$ cat config.mk
export PLATFORM = sky130hd
export DESIGN_NAME = hazard_unit
export DESIGN_NICKNAME = d
export VERILOG_FILES = /design/src/rtl/hazard_unit_pkg.sv /design/src/rtl/hazard_unit_sat_counter16.sv /design/src/rtl/hazard_unit.sv
export SDC_FILE = /design/constraint.sdc
export NUM_CORES = 1
export LEC_CHECK = 0
export CAP_MARGIN = 40
export CORE_UTILIZATION = 46
export CTS_CLUSTER_DIAMETER = 50
export DETAILED_ROUTE_END_ITERATION = 10
export PLACE_DENSITY = 0.77
export SKIP_CTS_REPAIR_TIMING = 1
export SLEW_MARGIN = 5
export SYNTH_ARGS = -nofsm -noshare
export SYNTH_HDL_FRONTEND = slang
export SYNTH_SLANG_ARGS = --single-unit
export TNS_END_PERCENT = 100
$ cat constraint.sdc
create_clock -name clk -period 2.34 [get_ports clk]
set_input_delay 0.351 -clock clk [delete_from_list [all_inputs] [get_ports clk]]
set_output_delay 0.351 -clock clk [all_outputs]
set_load 0.05 [all_outputs]
$ cat src/rtl/hazard_unit_pkg.sv
// Shared pipeline definitions for the hazard unit: FSM state encoding and
// the widths of the bubble counter and the performance counters.
package hazard_unit_pkg;

  typedef enum logic [0:0] {
    RUN     = 1'b0,
    LU_WAIT = 1'b1
  } hazard_state_e;

  localparam int CNT_W  = 2;
  localparam int PERF_W = 16;
  localparam logic [PERF_W-1:0] PERF_MAX = {PERF_W{1'b1}};

endpackage : hazard_unit_pkg

$ cat src/rtl/hazard_unit_sat_counter16.sv
// 16-bit event counter that sticks at all-ones instead of wrapping,
// cleared asynchronously by the active-low reset.
module sat_counter16
  import hazard_unit_pkg::*;
(
  input  logic              clk,
  input  logic              reset,
  input  logic              en_i,
  output logic [PERF_W-1:0] count_o
);

  logic [PERF_W-1:0] count_q;
  logic [PERF_W-1:0] count_d;

  always_comb begin
    count_d = count_q;
    if (en_i && (count_q != PERF_MAX)) begin
      count_d = count_q + 1'b1;
    end
  end

  always_ff @(posedge clk or negedge reset) begin
    if (!reset) begin
      count_q <= '0;
    end else begin
      count_q <= count_d;
    end
  end

  assign count_o = count_q;

endmodule : sat_counter16

$ cat src/rtl/hazard_unit.sv
// Pipeline hazard unit: load-use bubble insertion with a programmable bubble
// count, IF/ID squash on taken branches/jumps, and stall/flush statistics.
module hazard_unit
  import hazard_unit_pkg::*;
#(
  parameter int LOAD_USE_CYCLES = 1
) (
  input  logic              clk,
  input  logic              reset,
  input  logic              memRead_ID_EX,
  input  logic [4:0]        rd_ID_EX,
  input  logic [4:0]        rs1_IF_ID,
  input  logic [4:0]        rs2_IF_ID,
  input  logic              useRs1,
  input  logic              useRs2,
  input  logic              branchTaken_EX,
  input  logic              jump_ID_EX,
  output logic              stall,
  output logic              pcWrite,
  output logic              ifidWrite,
  output logic              flush_IF_ID,
  output logic              busy,
  output logic [PERF_W-1:0] stallCount,
  output logic [PERF_W-1:0] flushCount
);

  if ((LOAD_USE_CYCLES < 1) || (LOAD_USE_CYCLES > 4)) begin : g_bad_load_use_cycles
    $fatal(1, "hazard_unit: LOAD_USE_CYCLES must be in 1..4");
  end

  localparam logic [CNT_W-1:0] CNT_RELOAD = CNT_W'(LOAD_USE_CYCLES - 1);
  localparam logic [CNT_W-1:0] CNT_LAST   = CNT_W'(1);

  hazard_state_e    state_q, state_d;
  logic [CNT_W-1:0] cnt_q, cnt_d;
  logic             hazard;
  logic             redirect;

  assign hazard = memRead_ID_EX && (rd_ID_EX != 5'd0) &&
                  ((useRs1 && (rd_ID_EX == rs1_IF_ID)) ||
                   (useRs2 && (rd_ID_EX == rs2_IF_ID)));
  assign redirect = branchTaken_EX || jump_ID_EX;

  // While reset is held the outputs stay at their free-running values even if
  // the hazard inputs are active, so gate everything on reset here.
  always_comb begin
    state_d     = state_q;
    cnt_d       = cnt_q;
    stall       = 1'b0;
    pcWrite     = 1'b1;
    ifidWrite   = 1'b1;
    flush_IF_ID = 1'b0;
    if (reset) begin
      unique case (state_q)
        RUN: begin
          if (redirect) begin
            flush_IF_ID = 1'b1;
            stall       = 1'b1;
          end else if (hazard) begin
            stall     = 1'b1;
            pcWrite   = 1'b0;
            ifidWrite = 1'b0;
            if (LOAD_USE_CYCLES > 1) begin
              state_d = LU_WAIT;
              cnt_d   = CNT_RELOAD;
            end
          end
        end
        LU_WAIT: begin
          stall     = 1'b1;
          pcWrite   = 1'b0;
          ifidWrite = 1'b0;
          cnt_d     = cnt_q - 1'b1;
          if (cnt_q == CNT_LAST) begin
            state_d = RUN;
          end
        end
        default: begin
          state_d = RUN;
          cnt_d   = '0;
        end
      endcase
    end
  end

  always_ff @(posedge clk or negedge reset) begin
    if (!reset) begin
      state_q <= RUN;
      cnt_q   <= '0;
    end else begin
      state_q <= state_d;
      cnt_q   <= cnt_d;
    end
  end

  assign busy = (state_q == LU_WAIT);

  // A redirect also raises stall, but that cycle is counted as a flush only.
  sat_counter16 u_stallCounter (
    .clk     (clk),
    .reset   (reset),
    .en_i    (stall && !flush_IF_ID),
    .count_o (stallCount)
  );

  sat_counter16 u_flushCounter (
    .clk     (clk),
    .reset   (reset),
    .en_i    (flush_IF_ID),
    .count_o (flushCount)
  );

endmodule : hazard_unit

# After elaboration in Yosys (flattened, before gate mapping)
# Cells that the tools add are included.
dict set report op_classes {
  n_addsub 3
  n_mul 0
  div 0
  magnitude_cmp 0
  eq_ne 5
  n_shift 0
  n_mux 13
  bitwise 1
  reduce_logical 12
}
# operator count
set ops {}
lappend ops {{$add 16x1->16 const B} 2}
lappend ops {{$ne 16x16->1 const B} 2}
lappend ops {{$mux 1} 11}
lappend ops {{$eq 5x5->1} 2}
lappend ops {{$logic_and 1x1->1} 7}
lappend ops {{$reduce_bool 5->1} 1}
lappend ops {{$pmux 1 s2} 2}
lappend ops {{$eq 2x1->1 const B} 1}
lappend ops {{$logic_or 1x1->1} 2}
lappend ops {{$reduce_and 2->1} 1}
lappend ops {{$sub 2x1->2 const B} 1}
lappend ops {{$logic_not 1->1} 1}
lappend ops {{$not 1->1} 1}
dict set report word_totals {
  regBits 35
  latchBits 0
  ramBits 0
  mem_bits_ro 0
  inputBits 22
  out_inout_bits 37
  wordCells 38
  n_memories 0
}

# Logic depth before layout (Yosys ltp)
# Gate-level depths: netlist of run 1.
dict set report depth {
  word_depth 10
  mapped_depth 9
  depth_no_buf 8
}

# Modules after synthesis
# Synthesis of run 1 repeated with hierarchy kept, for this count alone.
dict set report unflattened {
  cells_unflattened 178
  area_unflattened_um2 2025.7
}
# mod instances cells_each area_each_um2 seq_area_each_um2
set modules_own_cells {}
lappend modules_own_cells {sat_counter16 2 72 859.6 400.4}
lappend modules_own_cells {hazard_unit 1 34 306.5 75.1}

# Least setup slack after synthesis of run 1
# No wires, ideal clock.
dict set report synth_path {
  kind {register to register}
  from {register u_stallCounter.count_q[0] (netlist: u_stallCounter.count_o[0])}
  to {register u_stallCounter.count_q[1] (netlist: u_stallCounter.count_o[1])}
  setup_time_ns 0.128
  arrival_time_ns 2.249
  required_ns 2.212
  slack_ns -0.036
  path_stages_with_launch 9
  path_buffers 1
  period_less_slack_ns 2.376
  cell_sequence {dfrtp_1 ha_1 nand3_1 nor2_1 nand3_1 or3_1 nand3_2 buf_8 mux2_1}
}
dict set report synth_between {
  elab_chain_len 2
  elab_cells_between_ends 3
  cone_classes {1 x add/sub; 1 x eq/ne; 1 x reduce/logical}
}
# item line
set synth_lines {}
lappend synth_lines {{start, declared} hazard_unit_sat_counter16.sv:12} ;# logic [PERF_W-1:0] count_q;
lappend synth_lines {{start signal, assigned} hazard_unit_sat_counter16.sv:26} ;# count_q <= count_d;
lappend synth_lines {{parallel branches: the longest is 2 deep, another holds $add 16x1->16} --}
# Parallel ways; which one is timed is not known.
# A chain may end at the register's enable or synchronous reset.

# Worst setup path in the final report of run 1
dict set report layout_path {
  from {input rd_ID_EX[0]}
  to {output ifidWrite}
}
dict set report layout_between {
  elab_chain_len 8
  elab_cells_between_ends 12
  cone_classes {2 x eq/ne; 4 x mux; 6 x reduce/logical}
}
# item line
set layout_lines {}
lappend layout_lines {{start, declared} hazard_unit.sv:11} ;# input logic [4:0] rd_ID_EX,
lappend layout_lines {{$eq 5x5->1, on equally long branches} {hazard_unit.sv:40, hazard_unit.sv:41}}
lappend layout_lines {{$logic_and 1x1->1, on equally long branches} {hazard_unit.sv:40, hazard_unit.sv:41}}
lappend layout_lines {{$logic_or 1x1->1} hazard_unit.sv:40} ;# ((useRs1 && (rd_ID_EX == rs1_IF_ID)) ||
lappend layout_lines {{$logic_and 1x1->1 (*)} hazard_unit.sv:39} ;# assign hazard = memRead_ID_EX && (rd_ID_EX != 5'd0) &&
lappend layout_lines {{$mux 1 (*)} hazard_unit.sv:59} ;# end else if (hazard) begin
lappend layout_lines {{$mux 1 (*)} hazard_unit.sv:56} ;# if (redirect) begin
lappend layout_lines {{$pmux 1 s2 (*)} hazard_unit.sv:54} ;# unique case (state_q)
lappend layout_lines {{$mux 1 (*)} hazard_unit.sv:53} ;# if (reset) begin
lappend layout_lines {{end, declared} hazard_unit.sv:20} ;# output logic ifidWrite,
# Every way passes the cells marked *; elsewhere a longest branch is shown, timed or not.

==> metrics.yaml, run 1 <==
start_util_pct: 48.64
clkLatencyLatePin_ns: 0.29
drive_gt1_share_pct: 15.35
worstReg2RegEnd: "u_stallCounter.count_o[8]$_DFFE_PN0P_"
hpwl_um: 3160
finalWirelength_um: 4213
synth-async-reset-ratio_pct: 100.0
worstSetupPathType: "primary input to output pin"
die_w_um: 64.46
finClkSkew_ns: 0.007141
vias_per_cell: 5.149
yosys_warnings: 0
endpoint_kind: "output pin"
numCtsBuffers: 5
critPathRequiredTime_ns: 1.99
min_path_type: "primary input to asynchronous set/reset pin"
io_buffers: 58
ios: 59
cts_buffer_depth: 2
globalplace.congestion: 0.9014
core_um2: 3689
cts_tree: "built"
die_area_um2: 4154
antenna_found_initial: 0
tightestPinTransition_ns: 0.5079
place_area_um2: 2505
grt_pass1_vias: 1548
ant_nets: 0
synth_edf_count: 0
crit_arrival_ns: 1.94
instances_no_fill: 289
synth_cells: 168
num_rows: 22
n_antenna_cell: 0
ir_worst_vdd_mv: 0.3839
crit_end: "ifidWrite"
fin_area_um2: 2645
dp_cells: 281
synthTopCellsByArea: "dfrtp_1, xnor2_1, xor2_1"
yosysSeqAreaShare_pct: 48.81
crit_start: "rd_ID_EX[0]"
status: "finished clean"
slew_headroom_pct: 66.04
synth_top_area_cell: "dfrtp_1"
netlist.area_leader.share_pct: 48.81
slew_violations: 0
period_share_pct: 97.90
grt_start_max_net_pins: 25
avgSynthCellArea_um2: 10.68
fill_cells: 280
drt_pass1_iterations: 4
clk_pin_slew_ns: 0.07
setup_viol: 0
clock-sinks: 35
cap_violations: 0
dieHeight_um: 64.46
start_kind: "primary input"
fmax_mhz: 436.5
cts_max_level: 2
grt_pass1_wl_um: 6955
power.density_nw_per_um2: 675.8
synthDistinctLibCells: 31
hold_viol: 0
syn_nets: 193
syn2layout_area_growth_pct: 47.42
period_minus_slack_ns: 2.291
avgRoutedWirePerCell_um: 14.58
r2r_setup_slack_ns: 0.36
worstReg2RegStart: "u_stallCounter.count_o[0]$_DFFE_PN0P_"
synthFlopType: "dfrtp_1"
clock-root-buffer: "clkbuf_8"
drc: 0
synth_area_um2: 1794
grt_overflow_total: 0
reg2regPathDepth: 9
crit_fanout: 3
drtIter0Drc: 38
p_leak_nw: 1.209
gr-usage-all-layers_pct: 21.90
dr_total_vias: 1488
synth_seq_cells: 35
final_net_count: 265
==> power breakdown <==
part | internal [mW] | total, mW | switching, mW
clock network | 0.317 | 0.542 | 0.225
registers | 0.660 | 0.744 | 0.0837
logic | 0.195 | 0.502 | 0.307
total | 1.17 | 1.79 | 0.616
==> state kept, by name, indices dropped and copies added, names as in the netlist <==
register / flops
u_flushCounter.count_o: 16
u_stallCounter.count_o: 16
cnt_q: 2
busy: 1
==> routing by layer <==
metal / part of all wire, % / global-route usage, % / vias up / wire, um
li1: - / - / 712 / -
met1: 40 / 26.67 / 730 / 1692
met4: 1.5 / 7.222 / 0 / 64
met2: 54 / 38.29 / 38 / 2271
met5: 0 / 0 / - / 0
met3: 4.4 / 4.754 / 8 / 185
==> critical path: stages <==
cell and delay [ns]:
clkdlybuf4s50_1 0.57, xnor2_1 0.15, nand4_1 0.12, o22ai_1 0.23, a21o_1 0.24, nand2_2 0.12, buf_12 0.18
==> worst min-delay path by stage <==
stage | end | from | slack [ns] | cells past startpoint
after detailed placement | u_flushCounter.count_o[8]$_DFFE_PN0P_ | reset | 0.34 | 2
final | u_flushCounter.count_o[0]$_DFFE_PN0P_ | reset | 0.03 | 2
after global routing | u_flushCounter.count_o[11]$_DFFE_PN0P_ | reset | 0.03 | 2
after floorplan | busy$_DFFE_PN0P_ | reset | 0.06 | 0
after global placement | u_flushCounter.count_o[8]$_DFFE_PN0P_ | reset | 0.34 | 2
after CTS | u_flushCounter.count_o[11]$_DFFE_PN0P_ | reset | 0.02 | 2
==> cell type report <==
class	instances	area, um2	share of cell area [%]
multi-input combinational	125	890.9	33.68
sequential	35	878.3	33.21
timing repair buffer	67	680.7	25.73
clock buffer	5	68.82	2.602
tap	48	60.06	2.271
clock inverter	3	43.79	1.656
inverter	6	22.52	0.8515
==> layout by cell type (no fill, tap or decap), drive strengths merged, types with 3 or more instances in the layout <==
cell type and count:
nor4 4, xnor2 24, nor2 13, dlymetal6s2s 4, clkdlybuf4s50 49, inv 6
ha 3, dfrtp 35, clkbuf 5, xor2 16, or3 3, buf 14
nand2 19, nand4 7, mux2 3, nor3 6, nand3 13
==> Yosys cell counts (2+ instances only) <==
| library cell | count |
|---|---|
| nor3_1 | 5 |
| xor2_1 | 16 |
| and3_1 | 2 |
| ha_1 | 3 |
| nor2b_1 | 2 |
| xnor2_1 | 24 |
| dfrtp_1 | 35 |
| nor2_1 | 13 |
| nand2_1 | 19 |
| or3_4 | 2 |
| nand3_1 | 12 |
| nand4_1 | 6 |
| nor4_1 | 4 |
| mux2_2 | 2 |
| or4_1 | 2 |
| inv_1 | 6 |
==> cells by family after synthesis <==
kind of cell	synth area share [%]
xor+xnor	19.53
simple gates	22.18
fa+ha+maj	2.092
buf+inv	2.510
compound gates	2.999
flops	48.81
mux	1.883
==> per-stage QoR <==
| step | TNS, ns | hold WS [ns] | util [%] | setup WS, ns | total power [mW] |
|---|---|---|---|---|---|
| finish | 0 | 0.03260 | 71.71 | 0.04906 | 1.788 |
| global placement | -0.7498 | 0.3360 | 67.91 | -0.09375 | 1.234 |
| floorplan | 0 | 0.05541 | - | 0.01705 | 1.040 |
| CTS | -0.4782 | 0.02484 | 70.96 | -0.1790 | 1.809 |
| detailed placement | -2.590 | 0.3429 | 67.91 | -0.2209 | 1.254 |
| global route | -0.09729 | 0.03057 | 71.71 | -0.03464 | 1.877 |
Note: power is estimated with default switching activity, not from simulation.
==> run 2: changes to the inputs <==
- CAP_MARGIN: 40 -> not set
- CTS_CLUSTER_DIAMETER: 50 -> not set
==> results of run 2 <==
No change in the layout: final DEF, timing and power equal those of run 1.
==> run 3: changes to the inputs <==
- SETUP_SLACK_MARGIN: not set -> 0.05
==> run 3 against run 2 <==
Clock skew about the same. Combinational power hardly changed. Critical path depth did not move. Maximum frequency grew 2.2%. Final cell count fell by 0.69%. Hold slack improved by 0.11 ns. Setup slack gained 0.049 ns. Total power is 0.69% higher. Via count grew 0.47%. Utilization is 0.44 points higher. Global-route usage increased by 0.17 points.
==> metrics.yaml, run 3 (synthesized netlist as in run 1, its figures left out) <==
mostFrequentLayoutCell: "clkdlybuf4s50_1"
gr-usage-all-layers_pct: 22.07  # +0.17 points
grt_start_max_net_pins: 41  # +64%
drtIter0Drc: 47  # +24%
crit_fanout: 2  # -1
clock-sinks: 35  # unchanged
start_util_pct: 48.64  # unchanged
num_rows: 22  # unchanged
grt_overflow_total: 0  # unchanged
n_antenna_cell: 0  # unchanged
io_buffers: 58  # unchanged
endpoint_kind: "output pin"
period_share_pct: 95.81  # -2.1 points
status: "finished clean"
core_um2: 3689  # unchanged
power.density_nw_per_um2: 676.3  # about the same
min_path_type: "primary input to asynchronous set/reset pin"
globalplace.congestion: 0.8564  # -5.0%
die_w_um: 64.46  # unchanged
critPathRequiredTime_ns: 1.99  # about the same
syn2layout_area_growth_pct: 48.33
crit_arrival_ns: 1.89  # -0.05 ns
cap_violations: 0  # unchanged
setup_tns_ns: 0  # unchanged
grt_pass1_vias: 1563  # +0.97%
antenna_found_initial: 0  # unchanged
cts_buffer_depth: 2  # unchanged
ant_nets: 0  # unchanged
dr_total_vias: 1495  # +0.47%
finalWirelength_um: 4157  # -1.3%
finClkSkew_ns: 0.006751  # -0.0003896 ns
setup_viol: 0  # unchanged
ir_worst_vdd_mv: 0.3373  # -12%
mostFrequentLayoutCells: "clkdlybuf4s50_1, dfrtp_1, xnor2_1, nand2_1, xor2_1"
clock-root-buffer: "clkbuf_8"
die_area_um2: 4154  # unchanged
hold_ws_ns: 0.1394  # +0.1068 ns
drc: 0  # unchanged
rsz0062_at_grt: "false"
drive_gt1_share_pct: 16.32  # +0.97 points
grt_pass1_wl_um: 6975  # +0.29%
vias_per_cell: 5.209  # +1.2%
p_leak_nw: 1.214  # +0.40%
final_net_count: 263  # -0.75%
hold_viol: 0  # unchanged
dieHeight_um: 64.46  # unchanged
clkLatencyLatePin_ns: 0.28  # about the same
fmax_mhz: 446.0  # +2.2%
cts_tree: "built"
numCtsBuffers: 5  # unchanged
clk_pin_slew_ns: 0.07  # about the same
tightestPinTransition_ns: 0.5314  # +0.02356 ns
avgRoutedWirePerCell_um: 14.48  # -0.64%
ios: 59  # unchanged
slew_headroom_pct: 64.46  # -1.6 points
drt_pass1_iterations: 3  # -1
hpwl_um: 3147  # -0.40%
slew_violations: 0  # unchanged
start_kind: "primary input"
cts_max_level: 2  # unchanged
worstSetupPathType: "primary input to output pin"
period_minus_slack_ns: 2.242  # -0.04893 ns
==> run 3: worst max-delay path: stages <==
cell and delay [ns]:
clkdlybuf4s50_1 0.48, xnor2_1 0.13, nand4_1 0.15, o22ai_2 0.22, a21o_1 0.22, nand2_2 0.13
buf_12 0.20
==> run 3: final timing paths <==
| kind | startpoint | end | slack (ns) | cells after the start |
|---|---|---|---|---|
| worst min register to register | cnt_q[0]$_DFFE_PN0P_ | cnt_q[0]$_DFFE_PN0P_ | 0.50 | 1 |
| worst max register to register | u_stallCounter.count_o[0]$_DFFE_PN0P_ | u_stallCounter.count_o[9]$_DFFE_PN0P_ | 0.25 | 9 |
| worst max-delay path | rs1_IF_ID[1] | ifidWrite | 0.1 | 7 |
| max in group asynchronous | reset | u_stallCounter.count_o[0]$_DFFE_PN0P_ | 1.83 | 2 |
| worst min-delay path | reset | u_flushCounter.count_o[10]$_DFFE_PN0P_ | 0.14 | 2 |
| min in group clk | cnt_q[0]$_DFFE_PN0P_ | cnt_q[0]$_DFFE_PN0P_ | 0.50 | 1 |
==> run 3: cell type report <==
cell class,count,area (um2)
Timing Repair Buffer,65,671.9
Multi-Input combinational cell,125,909.6
Tap cell,48,60.06
Sequential cell,35,879.6
Fill cell,286,1027
Clock inverter,2,35.03
Inverter,6,22.52
Clock buffer,6,82.58
==> run 3: through the flow <==
step	area (um2)	power, mW	instances	setup slack (ns)	utilization [%]
floorplan	1798	1.040	168	0.08499	-
global placement	2491	1.234	279	-0.1187	67.54
detailed placement	2491	1.252	279	-0.2289	67.54
CTS	2609	1.812	287	-0.1846	70.73
global route	2661	1.874	287	0.01186	72.15
finish	2661	1.800	287	0.09799	72.15
==> run 3: per-layer routing <==
metal,vias to the layer above,track usage [%],share of wire [%]
li1,709,-,-
met1,735,24.88,42
met2,39,39.34,53
met3,12,6.338,3.8
met4,0,8.056,2.0
met5,-,0,0
==> run 3: report_power, final <==
part | switching, mW | total (mW) | internal (mW) | leakage, nW
Combinational | 0.309 | 0.502 | 0.194 | 0.689
Clock | 0.213 | 0.558 | 0.345 | 0.0612
Sequential | 0.0801 | 0.740 | 0.660 | 0.464
Total | 0.602 | 1.80 | 1.20 | 1.21
